===== config.mk =====
export PLATFORM = sky130hd
export DESIGN_NAME = ramp_adc_sequencer
export DESIGN_NICKNAME = d
export VERILOG_FILES = /design/src/rtl/adc_pkg.sv /design/src/rtl/comp_edge_sync.sv /design/src/rtl/ramp_adc_sequencer.sv
export SDC_FILE = /design/constraint.sdc
export NUM_CORES = 1
export LEC_CHECK = 0
export ABC_AREA = 1
export CAP_MARGIN = 10
export CORE_MARGIN = 8
export CORE_UTILIZATION = 40
export CTS_BUF_LIST = sky130_fd_sc_hd__clkbuf_8 sky130_fd_sc_hd__clkbuf_16
export DETAILED_ROUTE_END_ITERATION = 10
export PLACE_DENSITY = 0.83
export SYNTH_ARGS = -nofsm -noshare
export SYNTH_HDL_FRONTEND = slang
export SYNTH_SLANG_ARGS = --single-unit

===== constraint.sdc =====
create_clock -name clk -period 3.3 [get_ports clk]
set_input_delay 0.66 -clock clk [delete_from_list [all_inputs] [get_ports clk]]
set_output_delay 0.66 -clock clk [all_outputs]
set_load 0.01 [all_outputs]

===== src/rtl/adc_pkg.sv =====
`default_nettype none
// ============================================================================
// Module      : adc_pkg
// Description : Shared types and constants for the ramp ADC sequencer.
//               ADC_SATURATE_EN adds the SAT state to the state encoding.
// Revision    : 1.0 - initial release
// ============================================================================
package adc_pkg;

    localparam int DEFAULT_COUNT_WIDTH = 8;
    localparam logic [DEFAULT_COUNT_WIDTH-1:0] COUNT_MAX = '1;

    typedef enum logic [2:0] {
        ST_IDLE    = 3'd0,
        ST_CLEAR   = 3'd1,
        ST_RAMP    = 3'd2,
`ifdef ADC_SATURATE_EN
        ST_SAT     = 3'd3,
`endif
        ST_READOUT = 3'd4
    } adc_seq_state_e;

endpackage : adc_pkg
`default_nettype wire


===== src/rtl/comp_edge_sync.sv =====
`default_nettype none
// ============================================================================
// Module      : comp_edge_sync
// Description : Two-flop synchronizer and rising-edge detect per comparator.
// Revision    : 1.0 - initial release
// ============================================================================
module comp_edge_sync #(
    parameter int NUM_PIXELS = 10
) (
    input  logic                  clk,
    input  logic                  reset,
    input  logic                  clear,
    input  logic [NUM_PIXELS-1:0] comp,
    output logic [NUM_PIXELS-1:0] rise
);

    logic [NUM_PIXELS-1:0] meta_q;
    logic [NUM_PIXELS-1:0] sync_q;
    logic [NUM_PIXELS-1:0] prev_q;

    // Clearing the whole history makes a comparator that is already high
    // look like a fresh edge once it has crossed the synchronizer again.
    always_ff @(posedge clk or posedge reset) begin
        if (reset) begin
            meta_q <= '0;
            sync_q <= '0;
            prev_q <= '0;
        end else if (clear) begin
            meta_q <= '0;
            sync_q <= '0;
            prev_q <= '0;
        end else begin
            meta_q <= comp;
            sync_q <= meta_q;
            prev_q <= sync_q;
        end
    end

    assign rise = sync_q & ~prev_q;

endmodule : comp_edge_sync
`default_nettype wire


===== src/rtl/ramp_adc_sequencer.sv =====
`default_nettype none
// ============================================================================
// Module      : ramp_adc_sequencer
// Description : Single-slope column ADC sequencer: clear, ramp sweep, capture
//               strobes and valid/ready readout. ADC_SATURATE_EN adds SAT.
// Revision    : 1.0 - initial release
// ============================================================================
module ramp_adc_sequencer
    import adc_pkg::*;
#(
    parameter  int NUM_PIXELS  = 10,
    parameter  int COUNT_WIDTH = DEFAULT_COUNT_WIDTH,
    localparam int IDX_WIDTH   = (NUM_PIXELS > 1) ? $clog2(NUM_PIXELS) : 1
) (
    input  logic                              clk,
    input  logic                              reset,
    input  logic                              start,
    input  logic [NUM_PIXELS-1:0]             comp,
    output logic [COUNT_WIDTH-1:0]            count,
    output logic                              ramp_en,
    output logic [NUM_PIXELS-1:0]             enable,
    output logic                              arr_clear,
    input  logic [NUM_PIXELS*COUNT_WIDTH-1:0] stored_values,
    output logic                              rd_valid,
    input  logic                              rd_ready,
    output logic [COUNT_WIDTH-1:0]            rd_data,
    output logic [IDX_WIDTH-1:0]              rd_index,
    output logic                              busy,
    output logic                              done
);

    localparam logic [COUNT_WIDTH-1:0] RAMP_LAST  = '1;
    localparam logic [IDX_WIDTH-1:0]   LAST_INDEX = IDX_WIDTH'(NUM_PIXELS - 1);

    adc_seq_state_e          state_q, state_d;
    logic [COUNT_WIDTH-1:0]  count_q, count_d;
    logic [NUM_PIXELS-1:0]   fired_q, fired_d;
    logic [NUM_PIXELS-1:0]   enable_q, enable_d;
    logic [IDX_WIDTH-1:0]    rd_index_q, rd_index_d;
    logic                    done_d;
    logic                    arr_clear_q, ramp_en_q, rd_valid_q, busy_q, done_q;
    logic                    sync_clear;
    logic [NUM_PIXELS-1:0]   rise;
    logic [COUNT_WIDTH-1:0]  words [NUM_PIXELS];

    comp_edge_sync #(
        .NUM_PIXELS (NUM_PIXELS)
    ) u_comp_edge_sync (
        .clk   (clk),
        .reset (reset),
        .clear (sync_clear),
        .comp  (comp),
        .rise  (rise)
    );

    always_ff @(posedge clk or posedge reset) begin
        if (reset) begin
            state_q <= ST_IDLE;
        end else begin
            state_q <= state_d;
        end
    end

    always_comb begin
        state_d    = state_q;
        count_d    = count_q;
        fired_d    = fired_q;
        rd_index_d = rd_index_q;
        done_d     = 1'b0;
        enable_d   = '0;
        sync_clear = 1'b0;

        case (state_q)
            ST_IDLE: begin
                if (start) begin
                    state_d    = ST_CLEAR;
                    sync_clear = 1'b1;
                    count_d    = '0;
                    fired_d    = '0;
                end
            end
            ST_CLEAR: begin
                state_d    = ST_RAMP;
                rd_index_d = '0;
            end
            ST_RAMP: begin
                if (count_q == RAMP_LAST) begin
`ifdef ADC_SATURATE_EN
                    state_d = ST_SAT;
`else
                    state_d = ST_READOUT;
`endif
                end else begin
                    count_d = count_q + COUNT_WIDTH'(1);
                end
            end
`ifdef ADC_SATURATE_EN
            ST_SAT: begin
                state_d = ST_READOUT;
            end
`endif
            ST_READOUT: begin
                if (rd_valid_q && rd_ready) begin
                    if (rd_index_q == LAST_INDEX) begin
                        state_d    = ST_IDLE;
                        done_d     = 1'b1;
                        rd_index_d = '0;
                    end else begin
                        rd_index_d = rd_index_q + IDX_WIDTH'(1);
                    end
                end
            end
            default: begin
                state_d = ST_IDLE;
            end
        endcase

        // Strobes are gated on the next state so none leak past the ramp.
        if (state_d == ST_RAMP) begin
            enable_d = rise & ~fired_q;
        end
`ifdef ADC_SATURATE_EN
        if (state_d == ST_SAT) begin
            enable_d = ~fired_q;
        end
`endif
        fired_d = fired_d | enable_d;
    end

    always_ff @(posedge clk or posedge reset) begin
        if (reset) begin
            count_q     <= '0;
            fired_q     <= '0;
            enable_q    <= '0;
            rd_index_q  <= '0;
            arr_clear_q <= 1'b0;
            ramp_en_q   <= 1'b0;
            rd_valid_q  <= 1'b0;
            busy_q      <= 1'b0;
            done_q      <= 1'b0;
        end else begin
            count_q     <= count_d;
            fired_q     <= fired_d;
            enable_q    <= enable_d;
            rd_index_q  <= rd_index_d;
            arr_clear_q <= (state_d == ST_CLEAR);
            ramp_en_q   <= (state_d == ST_RAMP);
            rd_valid_q  <= (state_d == ST_READOUT);
            busy_q      <= (state_d != ST_IDLE);
            done_q      <= done_d;
        end
    end

    for (genvar i = 0; i < NUM_PIXELS; i++) begin : g_words
        assign words[i] = stored_values[i*COUNT_WIDTH +: COUNT_WIDTH];
    end

    assign count     = count_q;
    assign ramp_en   = ramp_en_q;
    assign enable    = enable_q;
    assign arr_clear = arr_clear_q;
    assign rd_valid  = rd_valid_q;
    assign rd_index  = rd_index_q;
    assign rd_data   = words[rd_index_q];
    assign busy      = busy_q;
    assign done      = done_q;

endmodule : ramp_adc_sequencer
`default_nettype wire


==> results.sh, run 1 <==
export IMPL_status="completed"
export IMPL_finClkSkew_ps=12.37
export IMPL_h_tree_depth=3
export IMPL_gp_congestion=0.9050
export IMPL_dr_pass1_iters=4
export IMPL_placedCellCount=726
export IMPL_wl_um=10260
export IMPL_slew_violations=0
export IMPL_drc=0
export IMPL_cp_start_kind="register"
export IMPL_required_ps=2640
export IMPL_cts_tree="done"
export IMPL_io_buffers=128
export IMPL_ctsResizeCount=0
export IMPL_coreArea_um2=8721
export IMPL_fin_setup_tns_ps=0
export IMPL_overflow=0
export IMPL_finalSetupViolCount=0
export IMPL_synth_cell_type_count=25
export IMPL_max_slew_worst_pin_slew_ps=606.2
export IMPL_vias=3565
export IMPL_drive_gt1_frac=0.07098
export IMPL_grt_setup_unrepaired="no"
export IMPL_clk_pin_slew_ps=80
export IMPL_num_io_pins=129
export IMPL_cp_arrival_ps=2180
export IMPL_num_rows=34
export IMPL_synth_yosys_seq_area_share=0.4892
export IMPL_areaGrowthSynthToFinish_pct=43.92
export IMPL_start_util=0.4106
export IMPL_worst_path_max_fanout=45
export IMPL_crit_type="register to output pin"
export IMPL_hold_viol=0
export IMPL_die_area_um2=12240
export IMPL_fp_dieH_um=110.6
export IMPL_avgSynthCellArea_um2=7.148
export IMPL_grt_max_degree=46
export IMPL_dieWidth_um=110.6
export IMPL_synth_cell_area_um2=3581
export IMPL_final_cell_mix="179 x nand2_1, 128 x clkdlybuf4s50_1, 70 x dfrtp_1"
export IMPL_whs_ps=470.8
export IMPL_via_per_inst=4.805
export IMPL_fmax_ghz=0.3518
export IMPL_num_fill_cells=791
export IMPL_holdCritPathClass="register to register"
export IMPL_final_nets=726
export IMPL_cts_root_buf="clkbuf_8"
export IMPL_clockBufferDepth=2
export IMPL_postSynthRegisterBits=70
export IMPL_fin_crit_ps=2842
export IMPL_grt_first_pass_wirelength_um=17160
export IMPL_fin_util=0.5910
export IMPL_post_cts_setup_buffers=0
export IMPL_grt_pass1_vias=3486
export IMPL_clock_sinks=70
export IMPL_drt_iter0_markers=373
export IMPL_place_detailed_hpwl_um=7717
export IMPL_post_drt_wl_per_cell_um=13.82
export IMPL_post_cts_hold_buffer_count=0
export IMPL_final_common_cell="nand2_1"
export IMPL_max_cap_viol_count=0
export IMPL_ir_drop_mv=0.5789
export IMPL_grt_total_usage=0.1678
export IMPL_slew_headroom=0.5953
export IMPL_antenna_cells=0
export IMPL_cellLeakagePower_nw=2.669
export IMPL_period_share=0.8613
export IMPL_yosys_warnings=0
export IMPL_clk_latency_ps=340
export IMPL_power_density_nw_per_um2=510.6
export IMPL_p_total_mw=2.632
export IMPL_antenna_found_initial=0
export IMPL_cts_made_buffers=9
export IMPL_synth_nets=598
export IMPL_drtAntennaViolNets=0
export IMPL_syn_inst=501
export IMPL_end_kind="output pin"
export IMPL_final_instance_count_excl_fill=742
sequential cells by signal, indices dropped and copies added (netlist names):
| name | flops |
|---|---|
| arr_clear | 1 |
| enable | 10 |
| busy | 1 |
| count | 8 |
| ramp_en | 1 |
| u_comp_edge_sync.sync_q | 10 |
| u_comp_edge_sync.meta_q | 10 |
| done | 1 |
| u_comp_edge_sync.prev_q | 10 |
| fired_q | 10 |
| rd_valid | 1 |
| state_q | 3 |
| rd_index | 4 |
power by group:
| part | total (mW) | internal [mW] | switching [mW] |
|---|---|---|---|
| Combinational | 0.829 | 0.378 | 0.451 |
| Sequential | 1.17 | 1.07 | 0.105 |
| Clock | 0.632 | 0.297 | 0.335 |
| Total | 2.63 | 1.74 | 0.891 |
per-layer routing:
metal	wire [um]	share of wire	GRT usage	up-vias
li1	-	-	-	1769
met1	4508	0.44	0.2140	1627
met2	4665	0.45	0.2687	152
met3	886	0.086	0.03734	17
met4	195	0.019	0.06757	0
met5	0	0	0	-
critical path: stages, from the launching register on:
cell             delay [ps]
dfrtp_1                 350
buf_4                   390
nor2_1                  110
nor2_1                  100
o21ai_0                 100
nand3_1                 100
nand3_1                 100
nand2_1                  70
clkdlybuf4s50_1         530
cell usage after synthesis, drive strengths merged:
cell,count,area (um2)
clkbuf,10,37.54
ha,3,37.54
inv,77,289.0
clkinv,1,3.750
nand4,4,25.02
o211ai,1,7.510
o21ai,20,100.1
nor3,14,86.34
nand3b,1,7.510
nand3,48,240.2
and2,1,6.260
nor2,53,201.5
nand2,187,721.9
dfrtp,70,1752
buf,9,50.04
and3,1,6.260
xor2,1,8.760
logic make-up after synthesis:
group,synth area share
AO/OA/AOI/OAI,0.03005
adder cells (fa/ha/maj),0.01048
XOR/XNOR,0.002446
AND/OR/NAND/NOR,0.3616
buffers and inverters,0.1062
flip-flops,0.4892
final timing paths:
| kind | from | endpoint | slack, ps | cells past startpoint |
|---|---|---|---|---|
| setup / recovery | rd_index[0]$_DFFE_PP0P_ | rd_data[2] | 460 | 8 |
| hold / removal | u_comp_edge_sync.meta_q[3]$_DFF_PP0_ | u_comp_edge_sync.sync_q[3]$_DFF_PP0_ | 470 | 2 |
| setup reg to reg | count[0]$_DFFE_PP0P_ | busy$_DFF_PP0_ | 1330 | 8 |
| hold reg to reg | u_comp_edge_sync.meta_q[3]$_DFF_PP0_ | u_comp_edge_sync.sync_q[3]$_DFF_PP0_ | 470 | 2 |
| max in group asynchronous | reset | enable[6]$_DFF_PP0_ | 1860 | 3 |
| min in group asynchronous | reset | u_comp_edge_sync.meta_q[5]$_DFF_PP0_ | 710 | 2 |
area by class of cell:
class / instances / area, um2 / area share
Clock buffer: 10 / 137.6 / 0.02671
Clock inverter: 6 / 46.29 / 0.008983
Inverter: 78 / 292.8 / 0.05681
Multi-Input combinational cell: 334 / 1449 / 0.2811
Sequential cell: 70 / 1752 / 0.3399
Tap cell: 108 / 135.1 / 0.02622
Timing Repair Buffer: 136 / 1341 / 0.2603
per-stage QoR:
step                      worst slack, ps  instance area [um2]
final                               457.6                 5154
after global routing                231.5                 5154
after CTS                           421.7                 5154
after detailed placement            485.6                 4970
after global placement              488.9                 4970
after floorplan                     871.8                 3581
No activity file was read; power rests on OpenSTA's default activity.
==> run 2, diff against run 1 <==
- clock period: 3.3 -> 3.2 ns (I/O delays scaled with it)
==> run 2 against run 1 <==
Effect of this change:
- sequential share of layout area increased by 0.16 points
- hold slack better by 0.75 ps
- register-to-register slack worse by 90 ps
- power increased by 0.54%
- sequential cell count stayed put
- clock skew shrank 4.5 ps
- sequential power up 3%
- non-clock buffer count is 2 lower
- largest cell class unchanged
==> results.sh, run 2 (synthesis gave the netlist of run 1 again) <==
export IMPL_status="completed"
export IMPL_ir_drop_mv=0.3752
export IMPL_fin_setup_tns_ps=0
export IMPL_holdCritPathClass="register to register"
export IMPL_drt_iter0_markers=260
export IMPL_dr_pass1_iters=4
export IMPL_end_kind="output pin"
export IMPL_h_tree_depth=3
export IMPL_fp_dieH_um=110.6
export IMPL_via_per_inst=4.758
export IMPL_post_cts_hold_buffer_count=0
export IMPL_max_cap_viol_count=0
export IMPL_antenna_found_initial=0
export IMPL_die_area_um2=12240
export IMPL_period_share=0.8729
export IMPL_placedCellCount=724
export IMPL_slew_headroom=0.6272
export IMPL_ctsResizeCount=0
export IMPL_crit_type="register to output pin"
export IMPL_overflow=0
export IMPL_cellLeakagePower_nw=2.656
export IMPL_max_slew_worst_pin_slew_ps=557.8
export IMPL_post_drt_wl_per_cell_um=13.49
export IMPL_areaGrowthSynthToFinish_pct=43.26
export IMPL_dieWidth_um=110.6
export IMPL_final_common_cell="nand2_1"
export IMPL_clockBufferDepth=2
export IMPL_coreArea_um2=8721
export IMPL_required_ps=2560
export IMPL_clk_pin_slew_ps=70
export IMPL_grt_first_pass_wirelength_um=16880
export IMPL_clk_latency_ps=330
export IMPL_cts_made_buffers=9
export IMPL_start_util=0.4106
export IMPL_power_density_nw_per_um2=515.8
export IMPL_grt_pass1_vias=3509
export IMPL_grt_setup_unrepaired="no"
export IMPL_worst_path_max_fanout=42
export IMPL_drive_gt1_frac=0.06656
export IMPL_num_rows=34
export IMPL_fin_crit_ps=2793
export IMPL_place_detailed_hpwl_um=7443
export IMPL_post_cts_setup_buffers=0
export IMPL_drtAntennaViolNets=0
export IMPL_grt_total_usage=0.1649
export IMPL_vias=3516
export IMPL_drc=0
export IMPL_clock_sinks=70
export IMPL_cts_root_buf="clkbuf_8"
export IMPL_final_nets=724
export IMPL_cts_tree="done"
export IMPL_num_io_pins=129
export IMPL_finalSetupViolCount=0
export IMPL_gp_congestion=0.8773
export IMPL_fmax_ghz=0.3580
export IMPL_grt_max_degree=71
export IMPL_final_cell_mix="179 x nand2_1, 128 x clkdlybuf4s50_1, 70 x dfrtp_1"
export IMPL_final_instance_count_excl_fill=739
export IMPL_finClkSkew_ps=7.864
export IMPL_cp_start_kind="register"
export IMPL_hold_viol=0
export IMPL_io_buffers=128
export IMPL_antenna_cells=0
export IMPL_wl_um=9967
export IMPL_cp_arrival_ps=2150
export IMPL_slew_violations=0
[run 2: through the flow]
stage / area [um2] / hold WS, ps / power (mW) / util / setup WS [ps]
final: 5130 / 471.5 / 2.646 / 0.5882 / 406.9
after global routing: 5130 / 493.4 / 2.843 / 0.5882 / 205.7
after CTS: 5130 / 470.6 / 2.682 / 0.5882 / 351.5
after detailed placement: 4967 / 460.6 / 2.075 / 0.5696 / 435.1
after global placement: 4967 / 451.5 / 2.045 / 0.5696 / 430.2
after floorplan: 3581 / 448.1 / 1.688 / - / 791.8
[run 2: final timing paths]
path	startpoint	end	slack, ps	cells past startpoint
max	rd_index[0]$_DFFE_PP0P_	rd_data[6]	410	9
min	u_comp_edge_sync.meta_q[6]$_DFF_PP0_	u_comp_edge_sync.sync_q[6]$_DFF_PP0_	470	2
max reg2reg	count[0]$_DFFE_PP0P_	busy$_DFF_PP0_	1240	8
min reg2reg	u_comp_edge_sync.meta_q[6]$_DFF_PP0_	u_comp_edge_sync.sync_q[6]$_DFF_PP0_	470	2
max in group asynchronous	reset	u_comp_edge_sync.prev_q[0]$_DFF_PP0_	2230	3
min in group asynchronous	reset	count[1]$_DFFE_PP0P_	700	3
[run 2: worst max-delay path, stage by stage (launching register included)]
cell and delay [ps]:
dfrtp_1 380, inv_1 50, buf_4 350, nand2_1 90
nand2_1 80, nand2_1 80, nand3_1 90, nand3_1 90
nand2_1 80, clkdlybuf4s50_1 540
[run 2: layer usage]
layer,wire length [um],part of all wire,vias to the layer above,GRT usage
met1,4611,0.46,1606,0.2112
li1,-,-,1766,-
met2,4495,0.45,132,0.2603
met3,714,0.072,12,0.04004
met5,0,0,-,0
met4,146,0.015,0,0.06757
[run 2: final cells by class]
class | count | area [um2]
Fill cell | 764 | 3591
Sequential cell | 70 | 1752
Multi-Input combinational cell | 334 | 1449
Timing Repair Buffer | 134 | 1339
Inverter | 78 | 292.8
Tap cell | 108 | 135.1
Clock buffer | 9 | 123.9
Clock inverter | 6 | 38.79
[run 2: report_power, final]
part / switching [mW] / internal [mW] / total (mW)
Clock: 0.317 / 0.275 / 0.591
Sequential: 0.107 / 1.10 / 1.21
Combinational: 0.462 / 0.386 / 0.847
==> run 3, diff against run 2 <==
- CORE_UTILIZATION: 40 -> 46
- CTS_BUF_LIST: sky130_fd_sc_hd__clkbuf_8 sky130_fd_sc_hd__clkbuf_16 -> sky130_fd_sc_hd__clkbuf_2
- PLACE_DENSITY: 0.83 -> 0.92
==> run 3 against run 2 <==
Effect of this change:
- hold slack got worse by 2.6 ps
- final cell count decreased by 0.41%
- largest power group unchanged
- first-iteration DRC count fell by 45%
- maximum frequency decreased by 7.4%
- largest cell class unchanged
- utilization is 7.9 points higher
- setup slack got worse by 220 ps
- final area down 0.59%
- highest routed layer unchanged
- via count is 1.7% higher
- critical endpoint is now rd_data[4]
- die area decreased by 11%
- register-to-register slack better by 50 ps
- critical path depth down 2
==> results.sh, run 3 (synthesis gave the netlist of run 1 again) <==
export IMPL_wl_um=10260
export IMPL_post_cts_hold_buffer_count=0
export IMPL_antenna_found_initial=0
export IMPL_crit_type="register to output pin"
export IMPL_ctsResizeCount=0
export IMPL_worst_path_max_fanout=30
export IMPL_power_density_nw_per_um2=503.8
export IMPL_period_share=0.9422
export IMPL_io_buffers=128
export IMPL_fin_crit_ps=3015
export IMPL_cellLeakagePower_nw=2.655
export IMPL_ir_drop_mv=0.5362
export IMPL_grt_pass1_vias=3448
export IMPL_post_cts_setup_buffers=0
export IMPL_slew_headroom=0.5459
export IMPL_fmax_ghz=0.3317
export IMPL_worstReg2RegStart="count[0]$_DFFE_PP0P_"
export IMPL_via_per_inst=4.857
export IMPL_antenna_cells=0
export IMPL_fp_dieH_um=104.2
export IMPL_cts_tree="done"
export IMPL_p_comb_frac=0.333
export IMPL_place_detailed_hpwl_um=7739
export IMPL_start_util=0.4683
export IMPL_dp_slack_ps=338.7
export IMPL_h_tree_depth=3
export IMPL_drc=0
export IMPL_num_io_pins=129
export IMPL_internal_power_mw=1.666
export IMPL_vias=3575
export IMPL_gp_congestion=0.8714
export IMPL_areaGrowthSynthToFinish_pct=42.42
export IMPL_final_nets=726
export IMPL_die_area_um2=10860
export IMPL_overflow=0
export IMPL_dr_pass1_iters=5
export IMPL_cts_root_buf="clkbuf_2"
export IMPL_final_cell_mix="179 x nand2_1, 128 x clkdlybuf4s50_1, 70 x dfrtp_1"
export IMPL_startpoint="rd_index[1]$_DFFE_PP0P_"
export IMPL_rrSetupSlack_ps=1290
export IMPL_holdCritPathClass="register to register"
export IMPL_cp_arrival_ps=2370
export IMPL_final_common_cell="nand2_1"
export IMPL_clk_pin_slew_ps=200
export IMPL_grt_total_usage=0.1855
export IMPL_required_ps=2560
export IMPL_clockBufferDepth=2
export IMPL_fin_util=0.6669
export IMPL_end_kind="output pin"
export IMPL_status="completed"
export IMPL_max_cap_viol_count=0
export IMPL_cts_made_buffers=9
export IMPL_drt_iter0_markers=142
export IMPL_clkPwrFrac=0.198
export IMPL_grt_setup_unrepaired="no"
export IMPL_drtAntennaViolNets=0
export IMPL_grt_first_pass_wirelength_um=16550
export IMPL_power_share_sequential=0.469
export IMPL_timing_rr_end="busy$_DFF_PP0_"
export IMPL_fin_setup_tns_ps=0
export IMPL_finalSetupViolCount=0
export IMPL_dieWidth_um=104.2
export IMPL_post_drt_wl_per_cell_um=13.94
export IMPL_finClkSkew_ps=18.35
export IMPL_fin_ws_ps=185.0
export IMPL_drive_gt1_frac=0.07098
export IMPL_hold_viol=0
export IMPL_switching_power_uw=902.9
export IMPL_clock_sinks=70
export IMPL_reg2reg_depth=8
export IMPL_coreArea_um2=7647
export IMPL_grt_max_degree=46
export IMPL_num_rows=32
export IMPL_slew_violations=0
export IMPL_max_slew_worst_pin_slew_ps=680.1
export IMPL_sw_frac_of_total=0.3514
export IMPL_endpoint="rd_data[4]"
export IMPL_clk_latency_ps=510
export IMPL_cp_start_kind="register"
run 3: changes by cell type in the layout (fill, tap and decap cells not counted):
cell | before | now
clkbuf_2 | 0 | 9
clkbuf_8 | 9 | 0
clkinv_2 | 3 | 1
buf_4 | 5 | 6
buf_6 | 0 | 1
bufinv_16 | 0 | 1
clkinv_4 | 0 | 1
inv_6 | 1 | 2
run 3: power by group through the flow:
stage	combinational, mW	sequential, mW	clock, mW
CTS	0.865	1.20	0.523
detailed placement	0.856	1.22	0
floorplan	0.459	1.23	0
global placement	0.823	1.21	0
global route	0.960	1.23	0.557
finish	0.856	1.21	0.508
run 3: how the worst min path moves through the flow:
stage / start / endpoint / slack (ps) / cells past startpoint
global route: u_comp_edge_sync.meta_q[0]$_DFF_PP0_ / u_comp_edge_sync.sync_q[0]$_DFF_PP0_ / 490 / 2
finish: u_comp_edge_sync.meta_q[0]$_DFF_PP0_ / u_comp_edge_sync.sync_q[0]$_DFF_PP0_ / 470 / 2
CTS: u_comp_edge_sync.meta_q[0]$_DFF_PP0_ / u_comp_edge_sync.sync_q[0]$_DFF_PP0_ / 470 / 2
detailed placement: u_comp_edge_sync.meta_q[8]$_DFF_PP0_ / u_comp_edge_sync.sync_q[8]$_DFF_PP0_ / 460 / 2
global placement: u_comp_edge_sync.meta_q[5]$_DFF_PP0_ / u_comp_edge_sync.sync_q[5]$_DFF_PP0_ / 450 / 2
floorplan: u_comp_edge_sync.meta_q[0]$_DFF_PP0_ / u_comp_edge_sync.sync_q[0]$_DFF_PP0_ / 450 / 2
run 3: area by class of cell:
class | count | area, um2
Clock inverter | 7 | 72.57
Multi-Input combinational cell | 334 | 1449
Timing Repair Buffer | 136 | 1358
Sequential cell | 70 | 1752
Tap cell | 102 | 127.6
Clock buffer | 9 | 45.04
Fill cell | 605 | 2547
Inverter | 78 | 296.5
run 3: critical path, stage by stage, from the launching register on:
cell,delay [ps]
dfrtp_1,360
buf_4,310
clkinvlp_4,300
nand2_1,170
nand3_1,90
nand3_1,90
nand2_1,70
clkdlybuf4s50_1,480
run 3: layer usage:
| layer | GRT usage | wire [um] |
|---|---|---|
| met1 | 0.2274 | 4467 |
| met2 | 0.3107 | 4902 |
| met3 | 0.04709 | 719 |
| met4 | 0.06101 | 172 |
| met5 | 0 | 0 |
run 3: stage by stage:
stage	std cells	total power, mW	hold WS, ps	area [um2]
2_1_floorplan	501	1.688	448.1	3581
3_3_place_gp	720	2.034	451.2	4962
3_5_place_dp	720	2.078	458.2	4962
4_1_cts	736	2.593	474.3	5080
5_1_grt	736	2.747	492.8	5100
6_report	736	2.569	468.9	5100
==> variant (config.mk and constraints of run 3) <==
Register the output `count` once more, without a reset; this adds one clock of latency there. The other outputs are not delayed to match.
--- a/src/rtl/ramp_adc_sequencer.sv
+++ b/src/rtl/ramp_adc_sequencer.sv
@@ -156,5 +156,7 @@
     end
 
-    assign count     = count_q;
+    always_ff @(posedge clk) begin
+        count <= count_q;
+    end
     assign ramp_en   = ramp_en_q;
     assign enable    = enable_q;
Function: changed (a bounded check fails within 4 cycles, from zero or initial values and one cycle with reset high).
==> variant against run 3 <==
Sequential cell count rose by 8; hold slack lost 0.018 ns; final area grew 3.9%; via count is 0.39% higher; power up 7.3%; setup slack better by 0.048 ns; area after synthesis up 5.5%; routed wire length up 2.9%; utilization fell by 1.2 points.
==> variant: results (changes against run 3) <==
FF-to-FF path depth=7 (was 8); WP data arrival=2.33 ns (was 2.37 ns); Slowest cell on crit path=dfrtp_2 (was clkdlybuf4s50_1); first-pass GRT wire length=17.5 mm (was 16.6 mm); maximum VDD drop=0.000472 V (was 0.000536 V); xor/xnor share of the synthesized area=0.00232 (was 0.00245); placed cells=732 (was 720); WHS Path Cells=0 (was 2); Post-Route WL=10.6 mm (was 10.3 mm); first-pass detailed-route iteration total=4 (was 5); status=complete, no violations (unchanged); Comb pwr share=0.320 (was 0.333); Setup WS pre-CTS=0.405 ns (was 0.339 ns); post-route clock skew=0.0207 ns (was 0.0184 ns); buffers added on ports=128 (unchanged); placed cell area=0.00517 sq mm (was 0.00496 sq mm); layout cells sized above 1=0.0700 (was 0.0710); PwrDens=520 mW/mm^2 (was 504 mW/mm^2); largest net degree at the start of global routing=71 (was 46); synth top area cells=dfrtp_1, nand2_1, inv_1, nand3_1, nor2_1 (unchanged); most common library cells after synthesis=nand2_1, inv_1, dfrtp_1 (was nand2_1, dfrtp_1, inv_1); Total Nets Final=735 (was 726); Sw Share=0.343 (was 0.351); Critical Path Max Stage Delay=0.54 ns (was 0.48 ns); slew margin rel.=0.649 (was 0.546); Compound-Gate Fraction of Synth Area=0.0272 (was 0.0300); fraction of registers with async set/reset=0.897 (was 1.00); Vias=3589 (was 3575); Top delay family on crit path=simple AND/OR/NAND/NOR gates (was buffers and inverters); Seq power=0.00134 W (was 0.00121 W); LEAKAGE=2.76 nW (was 2.66 nW); Seq/Total Area, Yosys=0.506 (was 0.489); drt via density=4.80 (was 4.86); Yosys cell types=30 (was 25); Total GRT Usage=0.188 (was 0.185); placer congestion estimate=0.873 (was 0.871); Synth Area in Adders=0.00994 (was 0.0105)
variant: layer usage:
metal,vias to the layer above,track usage,part of all wire
li1,1799,-,-
met1,1635,0.238,0.43
met2,144,0.319,0.47
met3,11,0.0396,0.082
met4,0,0.0523,0.011
met5,-,0,0
variant: path summary, 6_finish.rpt:
check / from / end / slack (ns)
worst max-delay path: rd_index[1] / rd_data[7] / 0.23
worst min-delay path: count_q[6] / count[6] / 0.45
worst max register to register: state_q[1] / u_comp_edge_sync.sync_q[7] / 1.43
worst min register to register: count_q[6] / count[6] / 0.45
max in group asynchronous: reset / rd_index[1] / 2.40
min in group asynchronous: reset / count_q[1] / 0.49
variant: area by class of cell:
cell class | instances | area [sq um] | area share
well taps | 105 | 131 | 0.0248
repair buffers | 137 | 1370 | 0.258
multi-input cells | 336 | 1480 | 0.279
clock inverters | 6 | 71.3 | 0.0135
flip-flops and latches | 78 | 1910 | 0.361
inverters | 76 | 285 | 0.0538
clock buffers | 10 | 50.0 | 0.00944
